--- src/rtl/glitc_intercom_echo_monitor.sv ---
// Echo-link initiator and statistics block: schedules periodic echo requests,
// consumes the handler's ready/seen/latency result and keeps link statistics.
module glitc_intercom_echo_monitor #(
    parameter int LATENCY_WIDTH  = 4,
    parameter int INTERVAL_WIDTH = 16,
    parameter int COUNT_WIDTH    = 8,
    parameter int MISS_LIMIT     = 3,
    parameter int LOCK_HITS      = 4
) (
    input  logic                      clk_i,
    input  logic                      rst_n_i,
    input  logic                      enable_i,
    input  logic [INTERVAL_WIDTH-1:0] interval_i,
    input  logic                      stats_clear_i,
    output logic                      echo_send_o,
    output logic                      status_rst_o,
    input  logic                      echo_ready_i,
    input  logic                      echo_seen_i,
    input  logic [LATENCY_WIDTH-1:0]  echo_latency_i,
    output logic [LATENCY_WIDTH-1:0]  last_latency_o,
    output logic [LATENCY_WIDTH-1:0]  min_latency_o,
    output logic [LATENCY_WIDTH-1:0]  max_latency_o,
    output logic [COUNT_WIDTH-1:0]    sent_count_o,
    output logic [COUNT_WIDTH-1:0]    seen_count_o,
    output logic [COUNT_WIDTH-1:0]    missed_count_o,
    output logic                      link_ok_o,
    output logic                      busy_o
);

    localparam int WAIT_LIMIT = (1 << LATENCY_WIDTH) + 4;
    localparam int WAIT_W     = LATENCY_WIDTH + 2;
    localparam int HIT_W      = $clog2(LOCK_HITS + 1);
    localparam int MISS_W     = $clog2(MISS_LIMIT + 1);

    localparam logic [WAIT_W-1:0] WAIT_LAST = WAIT_W'(WAIT_LIMIT - 1);
    localparam logic [HIT_W-1:0]  HIT_SAT   = HIT_W'(LOCK_HITS);
    localparam logic [MISS_W-1:0] MISS_SAT  = MISS_W'(MISS_LIMIT);

    typedef enum logic [1:0] {
        ST_IDLE    = 2'd0,
        ST_SEND    = 2'd1,
        ST_WAIT    = 2'd2,
        ST_HOLDOFF = 2'd3
    } state_t;

    state_t                    state_r;
    state_t                    state_s;
    logic [WAIT_W-1:0]         wait_cnt_r;
    logic [INTERVAL_WIDTH-1:0] holdoff_r;
    logic                      clr_pend_r;
    logic                      echo_send_r;
    logic                      status_rst_r;
    logic                      busy_r;
    logic [LATENCY_WIDTH-1:0]  last_lat_r;
    logic [LATENCY_WIDTH-1:0]  min_lat_r;
    logic [LATENCY_WIDTH-1:0]  max_lat_r;
    logic [COUNT_WIDTH-1:0]    sent_cnt_r;
    logic [COUNT_WIDTH-1:0]    seen_cnt_r;
    logic [COUNT_WIDTH-1:0]    missed_cnt_r;
    logic [HIT_W-1:0]          hit_streak_r;
    logic [HIT_W-1:0]          hit_streak_s;
    logic [MISS_W-1:0]         miss_streak_r;
    logic [MISS_W-1:0]         miss_streak_s;
    logic                      link_ok_r;

    logic                      wait_exit_s;
    logic                      in_xchg_s;
    logic                      clear_req_s;
    logic                      apply_clear_s;
    logic                      record_s;
    logic                      hit_s;
    logic                      miss_s;
    logic                      sent_inc_s;

    function automatic logic [COUNT_WIDTH-1:0] sat_inc(input logic [COUNT_WIDTH-1:0] v);
        if (v == {COUNT_WIDTH{1'b1}}) begin
            return v;
        end else begin
            return v + COUNT_WIDTH'(1);
        end
    endfunction

    // Next-state decode of the exchange sequencer.
    always_comb begin
        state_s     = state_r;
        wait_exit_s = 1'b0;
        case (state_r)
            ST_IDLE: begin
                if (enable_i) begin
                    state_s = ST_SEND;
                end else begin
                    state_s = ST_IDLE;
                end
            end
            ST_SEND: begin
                state_s = ST_WAIT;
            end
            ST_WAIT: begin
                if (echo_ready_i || (wait_cnt_r == WAIT_LAST)) begin
                    state_s     = ST_HOLDOFF;
                    wait_exit_s = 1'b1;
                end else begin
                    state_s = ST_WAIT;
                end
            end
            ST_HOLDOFF: begin
                if (holdoff_r == {INTERVAL_WIDTH{1'b0}}) begin
                    if (enable_i) begin
                        state_s = ST_SEND;
                    end else begin
                        state_s = ST_IDLE;
                    end
                end else begin
                    state_s = ST_HOLDOFF;
                end
            end
            default: begin
                state_s = ST_IDLE;
            end
        endcase
    end

    // Result classification; a clear requested during an exchange discards that result.
    always_comb begin
        in_xchg_s     = (state_r == ST_SEND) || (state_r == ST_WAIT);
        clear_req_s   = clr_pend_r || stats_clear_i;
        apply_clear_s = (stats_clear_i && !in_xchg_s) || (wait_exit_s && clear_req_s);
        record_s      = wait_exit_s && !clear_req_s;
        hit_s         = record_s && echo_ready_i && echo_seen_i;
        miss_s        = record_s && !(echo_ready_i && echo_seen_i);
        sent_inc_s    = (state_r == ST_SEND);
    end

    // Hit/miss streak update with saturation.
    always_comb begin
        hit_streak_s  = hit_streak_r;
        miss_streak_s = miss_streak_r;
        if (apply_clear_s) begin
            hit_streak_s  = {HIT_W{1'b0}};
            miss_streak_s = {MISS_W{1'b0}};
        end else if (hit_s) begin
            if (hit_streak_r == HIT_SAT) begin
                hit_streak_s = hit_streak_r;
            end else begin
                hit_streak_s = hit_streak_r + HIT_W'(1);
            end
            miss_streak_s = {MISS_W{1'b0}};
        end else if (miss_s) begin
            if (miss_streak_r == MISS_SAT) begin
                miss_streak_s = miss_streak_r;
            end else begin
                miss_streak_s = miss_streak_r + MISS_W'(1);
            end
            hit_streak_s = {HIT_W{1'b0}};
        end else begin
            hit_streak_s  = hit_streak_r;
            miss_streak_s = miss_streak_r;
        end
    end

    // Sequencer state, timers and registered handshake outputs.
    always_ff @(posedge clk_i) begin
        if (!rst_n_i) begin
            state_r      <= ST_IDLE;
            wait_cnt_r   <= {WAIT_W{1'b0}};
            holdoff_r    <= {INTERVAL_WIDTH{1'b0}};
            clr_pend_r   <= 1'b0;
            echo_send_r  <= 1'b0;
            status_rst_r <= 1'b0;
            busy_r       <= 1'b0;
        end else begin
            state_r      <= state_s;
            echo_send_r  <= (state_s == ST_SEND);
            busy_r       <= (state_s == ST_SEND) || (state_s == ST_WAIT);
            status_rst_r <= apply_clear_s;
            if (state_r == ST_WAIT) begin
                wait_cnt_r <= wait_cnt_r + WAIT_W'(1);
            end else begin
                wait_cnt_r <= {WAIT_W{1'b0}};
            end
            if (wait_exit_s) begin
                holdoff_r <= interval_i;
            end else if ((state_r == ST_HOLDOFF) && (holdoff_r != {INTERVAL_WIDTH{1'b0}})) begin
                holdoff_r <= holdoff_r - INTERVAL_WIDTH'(1);
            end else begin
                holdoff_r <= holdoff_r;
            end
            if (wait_exit_s) begin
                clr_pend_r <= 1'b0;
            end else if (stats_clear_i && in_xchg_s) begin
                clr_pend_r <= 1'b1;
            end else begin
                clr_pend_r <= clr_pend_r;
            end
        end
    end

    // Statistics registers; a clear takes priority over any increment.
    always_ff @(posedge clk_i) begin
        if (!rst_n_i) begin
            last_lat_r    <= {LATENCY_WIDTH{1'b0}};
            min_lat_r     <= {LATENCY_WIDTH{1'b1}};
            max_lat_r     <= {LATENCY_WIDTH{1'b0}};
            sent_cnt_r    <= {COUNT_WIDTH{1'b0}};
            seen_cnt_r    <= {COUNT_WIDTH{1'b0}};
            missed_cnt_r  <= {COUNT_WIDTH{1'b0}};
            hit_streak_r  <= {HIT_W{1'b0}};
            miss_streak_r <= {MISS_W{1'b0}};
            link_ok_r     <= 1'b0;
        end else begin
            hit_streak_r  <= hit_streak_s;
            miss_streak_r <= miss_streak_s;
            if (apply_clear_s) begin
                last_lat_r   <= {LATENCY_WIDTH{1'b0}};
                min_lat_r    <= {LATENCY_WIDTH{1'b1}};
                max_lat_r    <= {LATENCY_WIDTH{1'b0}};
                sent_cnt_r   <= {COUNT_WIDTH{1'b0}};
                seen_cnt_r   <= {COUNT_WIDTH{1'b0}};
                missed_cnt_r <= {COUNT_WIDTH{1'b0}};
                link_ok_r    <= 1'b0;
            end else begin
                if (sent_inc_s) begin
                    sent_cnt_r <= sat_inc(sent_cnt_r);
                end
                if (hit_s) begin
                    last_lat_r <= echo_latency_i;
                    seen_cnt_r <= sat_inc(seen_cnt_r);
                    if (echo_latency_i < min_lat_r) begin
                        min_lat_r <= echo_latency_i;
                    end
                    if (echo_latency_i > max_lat_r) begin
                        max_lat_r <= echo_latency_i;
                    end
                end
                if (miss_s) begin
                    missed_cnt_r <= sat_inc(missed_cnt_r);
                end
                if (hit_s && (hit_streak_s == HIT_SAT)) begin
                    link_ok_r <= 1'b1;
                end else if (miss_s && (miss_streak_s == MISS_SAT)) begin
                    link_ok_r <= 1'b0;
                end
            end
        end
    end

    assign echo_send_o    = echo_send_r;
    assign status_rst_o   = status_rst_r;
    assign busy_o         = busy_r;
    assign last_latency_o = last_lat_r;
    assign min_latency_o  = min_lat_r;
    assign max_latency_o  = max_lat_r;
    assign sent_count_o   = sent_cnt_r;
    assign seen_count_o   = seen_cnt_r;
    assign missed_count_o = missed_cnt_r;
    assign link_ok_o      = link_ok_r;

endmodule

--- config.mk ---
export PLATFORM = sky130hd
export DESIGN_NAME = glitc_intercom_echo_monitor
export DESIGN_NICKNAME = d
export VERILOG_FILES = /design/src/rtl/glitc_intercom_echo_monitor.sv
export SDC_FILE = /design/constraint.sdc
export NUM_CORES = 1
export LEC_CHECK = 0
export CORE_MARGIN = 5
export CORE_UTILIZATION = 40
export CTS_BUF_LIST = sky130_fd_sc_hd__clkbuf_16
export DETAILED_ROUTE_END_ITERATION = 10
export PLACE_DENSITY_LB_ADDON = 0.2
export SYNTH_ARGS = -nofsm -noshare
export SYNTH_HDL_FRONTEND = slang
export SYNTH_SLANG_ARGS = --single-unit
--- constraint.sdc ---
create_clock -name clk_i -period 3.29 [get_ports clk_i]
set_clock_uncertainty 0.15 [all_clocks]
set_input_delay 0.329 -clock clk_i [delete_from_list [all_inputs] [get_ports clk_i]]
set_output_delay 0.329 -clock clk_i [all_outputs]
set_load 0.05 [all_outputs]
==> impl_metrics.yaml, run 1 <==
logic_synthesis:
  synth_area_leaders: "dfxtp_1 (41%), ha_1 (6.9%), nor2_1 (5.5%)"
  synth_top_area_share: 0.406
  syn-instance-count: 403
  yosysTopAreaCell: "dfxtp_1"
  synth-seq-cells: 70
  synth_ff_type: "dfxtp_1"
  synth-async-reset-ratio: 0
  syn_area_sq_mm: 0.00345
  yosysUniqueCellTypes: 51
  synth_edf_count: 0
  avgSynthCellArea_sq_um: 8.57
  syn_nets: 448
  yosysWarnings: 0
  seq_area_frac_synth: 0.406
sta:
  relSlewSlack: 0.605
  fmax_ghz: 0.393
  min_period_ps: 2540
  setup_viol: 0
  rsz0062_at_grt: "false"
  worst_slack_ps: 748
  slew_viol_final: 0
  tightest_slew_ps: 587
  setup_tns_ps: 0
  period_share: 0.773
  hold_violations: 0
grt:
  grt_pass1_vias: 2969
  grt_pass1_wl_mm: 13.1
  grt_usage: 0.153
  grt_overflow_total: 0
  grt_max_degree: 33
  antenna_found_initial: 0
clock_network:
  cts_root_buf: "clkbuf_16"
  cts_sinks: 70
  post_cts_buffers: 0
  clk_pin_slew_ps: 60
  post_cts_resized: 0
  holdBufCountCts: 0
  htreeDepth: 3
  clk_path_buf_depth: 2
  cts_tree: "built"
  numCtsBuffers: 9
  clock_latency_ps: 320
floorplanning:
  die_y_um: 103
  io_pins: 66
  rows: 33
  dieArea_sq_mm: 0.0106
  coreArea_sq_mm: 0.00830
  start_util: 0.416
  die_w_um: 103
min_path:
  hold_class: "flip-flop to flip-flop"
  min_to: "wait_cnt_r[0]"
  hp-start: "wait_cnt_r[0]"
  whs_path_depth: 1
cells_and_area:
  multi_input_area_sq_mm: 0.00193
  drive_gt1_frac: 0.0502
  fillers: 776
  area_delta_synth_final_pct: 30.9
  diodes: 0
  area.sequential_sq_mm: 0.00140
  finalNetCount: 518
setup_path:
  worstPathRequired_ps: 3340
  cp-end-kind: "flip-flop"
  reg2reg_to: "holdoff_r[15]"
  reg2reg_depth: 6
  arrival_ps: 2590
  crit_fanout: 6
  worst_setup_path_start_kind: "flip-flop"
  r2r_start: "state_r[0]"
  r2r_setup_slack_ps: 750
  worstSetupPathType: "flip-flop to flip-flop"
route:
  avgViaCountPerCell: 5.31
  wirelength_mm: 7.90
  firstDrtPassIters: 4
  drc_errors: 0
  wl_per_cell_um: 13.5
  vias: 3097
  ant_nets: 0
  drt-initial-drc-count: 98
placement:
  dp_slack_ps: 758
  hpwl_mm: 5.85
  io_buffers: 65
  gp_congestion: 0.825
pwr:
  power_uw: 2460
  power_leakage_uw: 0.00164
  powerDensity_mw_per_mm2: 545
  ir_drop_mv: 0.259
run_status:
  status: "finished clean"
run:
  maxCapViolCount: 0
[worst max-delay path: stages, from the launching register on]
cell	delay (ps)
dfxtp_1	410
ha_1	280
or3b_2	530
or4_4	470
a2111oi_4	340
xnor2_1	160
a21oi_1	80
[synthesized netlist by cell type (5+ instances only)]
cell and count:
dfxtp_1 70, nor2_1 51, a21oi_1 29, nand2_1 28, nor3_1 21, xnor2_1 21, ha_1 19, inv_1 19
o21ai_0 17, nand3_1 15, mux2i_1 13, clkbuf_1 8, nand4_1 8, a211oi_1 7, and2_1 6, xor2_1 6
a31oi_1 5, and3_1 5, or3_1 5
[power by group]
part           switching (uW)  internal, uW  total [uW]
Combinational             331           228         559
Clock                     351           581         931
Sequential               63.1           911         974
[cell type report]
type	instances	area share
Clock buffer	9	0.0498
Timing Repair Buffer	70	0.152
Clock inverter	7	0.0141
Multi-Input combinational cell	302	0.428
Tap cell	105	0.0291
Inverter	20	0.0166
Sequential cell	70	0.310
[per-layer routing]
| metal | share of wire | up-vias | track usage |
|---|---|---|---|
| met5 | 0 | - | 0 |
| met4 | 0.0077 | 0 | 0.0518 |
| met3 | 0.054 | 5 | 0.0338 |
| met2 | 0.48 | 70 | 0.267 |
| met1 | 0.45 | 1442 | 0.186 |
| li1 | - | 1580 | - |
[state kept, by name (all words and copies together), names as in the netlist]
signal / count
holdoff_r: 16
missed_count_o: 8
seen_count_o: 8
sent_count_o: 8
wait_cnt_r: 6
last_latency_o: 4
max_latency_o: 4
min_latency_o: 4
hit_streak_r: 3
miss_streak_r: 2
state_r: 2
busy_o: 1
clr_pend_r: 1
echo_send_o: 1
link_ok_o: 1
status_rst_o: 1
[cell usage in the layout (no fill, tap or decap), drive strengths merged, types with 5 or more instances in the layout]
| cell | n |
|---|---|
| a211oi | 7 |
| clkdlybuf4s50 | 65 |
| and2 | 6 |
| mux2i | 13 |
| nor3 | 21 |
| xnor2 | 21 |
| dfxtp | 70 |
| or3 | 6 |
| nor2 | 51 |
| nand4 | 8 |
| xor2 | 6 |
| a31oi | 5 |
| nand2 | 28 |
| o21ai | 17 |
| buf | 5 |
| ha | 19 |
| clkbuf | 9 |
| inv | 20 |
| clkinv | 5 |
| a21oi | 29 |
| and3 | 5 |
| nand3 | 15 |
[kinds of logic (layout without fill, tap and decap cells)]
| group | after synthesis | in the layout | share of synthesized area |
|---|---|---|---|
| AND/OR/NAND/NOR | 162 | 162 | 0.233 |
| AO/OA/AOI/OAI | 81 | 81 | 0.152 |
| adder cells (fa/ha/maj) | 19 | 19 | 0.0688 |
| XOR/XNOR | 27 | 27 | 0.0685 |
| flip-flops | 70 | 70 | 0.406 |
| buffers and inverters | 31 | 106 | 0.0341 |
| multiplexers | 13 | 13 | 0.0377 |
[metrics by stage]
stage	utilization	cells	hold slack, ps	area [sq um]
6_report	0.545	583	301	4520
5_1_grt	0.545	583	322	4520
4_1_cts	0.545	583	299	4520
2_1_floorplan	-	403	263	3450
3_5_place_dp	0.510	567	288	4230
3_3_place_gp	0.510	567	283	4230
[how the worst max path moves through the flow]
stage / start / to / slack (ps) / depth (start not counted)
finish: state_r[0] / holdoff_r[15] / 750 / 6
global placement: holdoff_r[0] / busy_o / 790 / 9
CTS: state_r[0] / holdoff_r[15] / 750 / 6
floorplan: state_r[0] / holdoff_r[15] / 930 / 6
global route: holdoff_r[0] / busy_o / 610 / 9
detailed placement: state_r[0] / holdoff_r[15] / 760 / 6
Power figures use the tool's default switching activity.
==> run 2: changes to the inputs <==
==> constraint.sdc (replaced) <==
create_clock -name clk_i -period 2.25 [get_ports clk_i]
set_clock_uncertainty 0.15 [all_clocks]
set_input_delay 0.225 -clock clk_i [delete_from_list [all_inputs] [get_ports clk_i]]
set_output_delay 0.225 -clock clk_i [all_outputs]
set_load 0.05 [all_outputs]
==> impl_metrics.yaml, run 2 (same netlist as run 1, synthesis figures left out) <==
sta:
  relSlewSlack: 0.654
  period_share: 0.993
  slew_viol_final: 0
  hold_violations: 0
  tightest_slew_ps: 517
  rsz0062_at_grt: "true"
  setup_viol: 0
  hold_slack_ps: 298
  min_period_ps: 2230
  fmax_ghz: 0.448
  worst_slack_ps: 16.8
run:
  maxCapViolCount: 0
placement:
  gp_congestion: 0.831
  hpwl_mm: 6.19
  postPlaceCellArea_sq_mm: 0.00439
  dp_slack_ps: 23.6
  post-place-cells: 586
  io_buffers: 65
clock_network:
  clk_pin_slew_ps: 60
  cts_sinks: 70
  numCtsBuffers: 9
  cts_root_buf: "clkbuf_16"
  holdBufCountCts: 0
  htreeDepth: 3
  cts_tree: "built"
  clock_latency_ps: 330
  post_cts_buffers: 0
  clk_path_buf_depth: 2
cells_and_area:
  final_cell_mix: "dfxtp_1 (68), clkdlybuf4s50_1 (65), nor2_1 (51), a21oi_1 (29), nand2_1 (28)"
  fin_cells: 602
  diodes: 0
  multi_input_area_sq_mm: 0.00199
  area_delta_synth_final_pct: 37.3
  fillers: 761
  drive_gt1_frac: 0.101
  layout_commonest_cell: "dfxtp_1"
  finalNetCount: 537
  largest_reg_flops: 16
  area.sequential_sq_mm: 0.00141
  largest-register: "holdoff_r"
  final_cell_area_sq_mm: 0.00474
setup_path:
  cp-startpoint: "holdoff_r[2]"
  max_stage_delay_ps: 590
  reg2reg_to: "holdoff_r[15]"
  r2r_start: "holdoff_r[2]"
  worst_setup_path_start_kind: "flip-flop"
  worstSetupPathType: "flip-flop to flip-flop"
  crit_slowest_cell: "or4_1"
  crit_fanout: 3
  critical_path.cell_chain: "or4_1, or4_4, a2111oi_4, xnor2_1, a21oi_1"
  worstPathRequired_ps: 2300
  r2r_setup_slack_ps: 20
  cp-end-kind: "flip-flop"
  arrival_ps: 2280
  reg2reg_depth: 5
grt:
  grt_pass1_vias: 2922
  grt_max_degree: 31
  met2_usage: 0.257
  grt_usage: 0.160
  grt_overflow_total: 0
  gr-usage-met3: 0.0345
  grt_pass1_wl_mm: 13.7
  antenna_found_initial: 0
  grt.busiest_layer: "met2"
  gr-usage-met1: 0.211
pwr:
  powerDensity_mw_per_mm2: 815
  power_leakage_uw: 0.00177
  ir_drop_mv: 0.443
route:
  avgViaCountPerCell: 5.27
  wl_per_cell_um: 13.7
  wirelength_mm: 8.27
  vias: 3175
  drt-initial-drc-count: 89
  drc_errors: 0
  ant_nets: 0
  firstDrtPassIters: 5
floorplanning:
  start_util: 0.416
  dieArea_sq_mm: 0.0106
  coreArea_sq_mm: 0.00830
  die_y_um: 103
  die_w_um: 103
  io_pins: 66
  rows: 33
run_status:
  status: "finished clean"
min_path:
  whs_path_depth: 1
  hp-start: "wait_cnt_r[0]"
  min_to: "wait_cnt_r[0]"
  hold_class: "flip-flop to flip-flop"
## run 2: cell types whose count changed in the layout (fill, tap and decap cells not counted), moves of 2 or more
cell,delta
buf_4,+18
clkinv_2,-2
dfxtp_1,-2
dfxtp_4,+2
inv_1,+3
nor4_1,-2
nor4_2,+2
## run 2: timing repair
action / 4_1_cts / 5_1_grt
pin swaps: 0 / 1
gates cloned: 0 / 0
resized for setup: 1 / 9
endpoints found under the setup margin: 1 / 25
endpoints found under the hold margin: 0 / 0
## run 2: critical path, delay by kind of cell (launching register included)
family | cells | cell delay (ps)
DFF | 1 | 300
xor gates and xnor gates | 1 | 170
AOI/OAI and AO/OA | 2 | 310
and+or+nand+nor | 2 | 1170
## run 2: layout make-up
| class | instances | share of cell area |
|---|---|---|
| Clock buffer | 10 | 0.0528 |
| Clock inverter | 6 | 0.0111 |
| Inverter | 20 | 0.0158 |
| Multi-Input combinational cell | 302 | 0.420 |
| Sequential cell | 70 | 0.297 |
| Tap cell | 105 | 0.0277 |
| Timing Repair Buffer | 89 | 0.176 |
## run 2: where the power goes
group          internal [uW]  switching (uW)  leakage [uW]
Combinational            455             562       0.00105
Sequential              1340            91.1      0.000568
Clock                    909             511      0.000155
## run 2: per-layer routing
layer	routed length (um)	part of all wire
met1	3760	0.46
met5	0	0
met2	3890	0.47
met4	115	0.014
met3	504	0.061
## run 2: through the flow
stage | total power (uW) | TNS [ps] | util
floorplan | 2030 | 0 | -
global placement | 2390 | 0 | 0.529
detailed placement | 2410 | 0 | 0.529
CTS | 3850 | 0 | 0.567
global route | 4060 | -31.5 | 0.571
finish | 3860 | 0 | 0.571
## run 2: worst max-delay path by stage
stage	slack, ps	end
3_5_place_dp	20	busy_o
2_1_floorplan	40	busy_o
6_report	20	holdoff_r[15]
4_1_cts	20	holdoff_r[15]
5_1_grt	-30	holdoff_r[15]
3_3_place_gp	50	holdoff_r[11]
==> run 3: changes to the inputs <==
--- a/config.mk
+++ b/config.mk
@@ -6,7 +6,7 @@
 export NUM_CORES = 1
 export LEC_CHECK = 0
 export CORE_MARGIN = 5
-export CORE_UTILIZATION = 40
+export CORE_UTILIZATION = 47
 export CTS_BUF_LIST = sky130_fd_sc_hd__clkbuf_16
 export DETAILED_ROUTE_END_ITERATION = 10
 export PLACE_DENSITY_LB_ADDON = 0.2
==> impl_metrics.yaml, run 3 (same netlist as run 1, synthesis figures left out) <==
run_status:
  status: "finished clean"
clock_network:
  clock_latency_ps: 330
  htreeDepth: 3
  cts_tree: "built"
  cts_sinks: 70
  clk_pin_slew_ps: 50
  clk_path_buf_depth: 2
  holdBufCountCts: 0
  numCtsBuffers: 9
  cts_root_buf: "clkbuf_16"
floorplanning:
  start_util: 0.479
  rows: 31
  coreArea_sq_mm: 0.00721
  die_y_um: 95.7
  die_w_um: 95.7
  io_pins: 66
  dieArea_sq_mm: 0.00916
sta:
  rsz0062_at_grt: "true"
  relSlewSlack: 0.659
  slew_viol_final: 0
  worst_slack_ps: 10.9
  fmax_ghz: 0.447
  hold_violations: 0
  setup_viol: 0
  tightest_slew_ps: 509
  period_share: 0.995
  setup_tns_ps: 0
  min_period_ps: 2240
cells_and_area:
  final_cell_mix: "clkdlybuf4s50_1 (65), dfxtp_1 (63), nor2_1 (51), nand2_1 (28), a21oi_1 (28)"
  area.sequential_sq_mm: 0.00142
  finalNetCount: 539
  drive_gt1_frac: 0.118
  multi_input_area_sq_mm: 0.00200
  fin_cells: 598
  fillers: 588
  layout_commonest_cell: "clkdlybuf4s50_1"
  diodes: 0
  largest-register: "holdoff_r"
  largest_reg_flops: 16
  area_delta_synth_final_pct: 38.8
setup_path:
  crit_slowest_cell: "or4_4"
  crit_fanout: 5
  arrival_ps: 2300
  worstSetupPathType: "flip-flop to flip-flop"
  cpMostUsedCell: "or4_4"
  critical_path.cell_chain: "or4_4, or4_4, a2111oi_4, xnor2_1, a21oi_1"
  crit_buf_inv: 0
  worstPathRequired_ps: 2310
  max_stage_delay_ps: 570
  worst_setup_path_start_kind: "flip-flop"
  cp-end-kind: "flip-flop"
  crit_family: "simple AND/OR/NAND/NOR gates"
grt:
  grt_max_degree: 21
  antenna_found_initial: 0
  grt_pass1_vias: 3038
  grt_pass1_wl_mm: 13.6
  grt_overflow_total: 0
  grt_usage: 0.187
pwr:
  sw_frac_of_total: 0.294
  combinationalPowerShare: 0.256
  power_leakage_uw: 0.00178
  seqPwrFrac: 0.357
  clkPwrFrac: 0.387
  power_uw: 4020
  powerDensity_mw_per_mm2: 839
  p_sw_uw: 1180
  intPower_uw: 2840
  ir_drop_mv: 0.536
route:
  drc_errors: 0
  firstDrtPassIters: 4
  ant_nets: 0
  avgViaCountPerCell: 5.32
  wl_per_cell_um: 13.8
  drt-initial-drc-count: 136
  vias: 3180
  met1_length_mm: 3.84
  wirelength_mm: 8.25
  wl_met2_mm: 3.89
  maxUsedRoutingLayer: "met4"
  route.met3.wl_um: 425
min_path:
  hold_class: "flip-flop to flip-flop"
placement:
  post-place-cells: 578
  dp_slack_ps: 27.0
  gp_congestion: 0.811
  hpwl_mm: 6.00
  io_buffers: 65
run:
  maxCapViolCount: 0
==> run 3: cell count changes in the layout (fill, tap and decap cells not counted), moves of 2 or more <==
cell and delta:
dfxtp_1 -5, buf_4 +3, inv_1 -3, dfxtp_4 +2
nor4_2 -2, dfxtp_2 +3
==> run 3: path summary, 6_finish.rpt <==
kind / start / to / slack (ps) / depth (start not counted)
max reg2reg: holdoff_r[7] / holdoff_r[15] / 10 / 5
max: holdoff_r[7] / holdoff_r[15] / 10 / 5
min: wait_cnt_r[0] / wait_cnt_r[0] / 300 / 1
min reg2reg: wait_cnt_r[0] / wait_cnt_r[0] / 300 / 1
==> run 3: metal layers <==
layer  vias to the layer above  global-route usage
li1                       1625                   -
met1                      1479               0.241
met2                        69               0.307
met3                         7              0.0532
met4                         0              0.0521
met5                         -                   0
==> run 3: cell type report <==
class | count | share of cell area
clock inverter | 6 | 0.0170
sequential | 70 | 0.296
clock buffer | 10 | 0.0522
inverter | 20 | 0.0157
tap | 99 | 0.0258
multi-input combinational | 302 | 0.416
timing repair buffer | 91 | 0.177
==> run 3: timing repair <==
action | CTS | global route
resized for setup | 1 | 16
setup endpoints to repair | 1 | 42
pin swaps | 0 | 5
setup buffers | 0 | 4
==> run 3: stage by stage <==
step | util | hold slack (ps) | area (sq um)
floorplan | - | 211 | 3470
global placement | 0.606 | 279 | 4370
detailed placement | 0.606 | 289 | 4370
CTS | 0.653 | 301 | 4710
global route | 0.664 | 318 | 4790
finish | 0.664 | 302 | 4790
==> run 3: power by group through the flow <==
stage	sequential (uW)	clock, uW	combinational (uW)
4_1_cts	1420	1580	962
6_report	1440	1560	1030
5_1_grt	1450	1640	1110
2_1_floorplan	1530	0	502
3_5_place_dp	1450	0	938
3_3_place_gp	1440	0	926
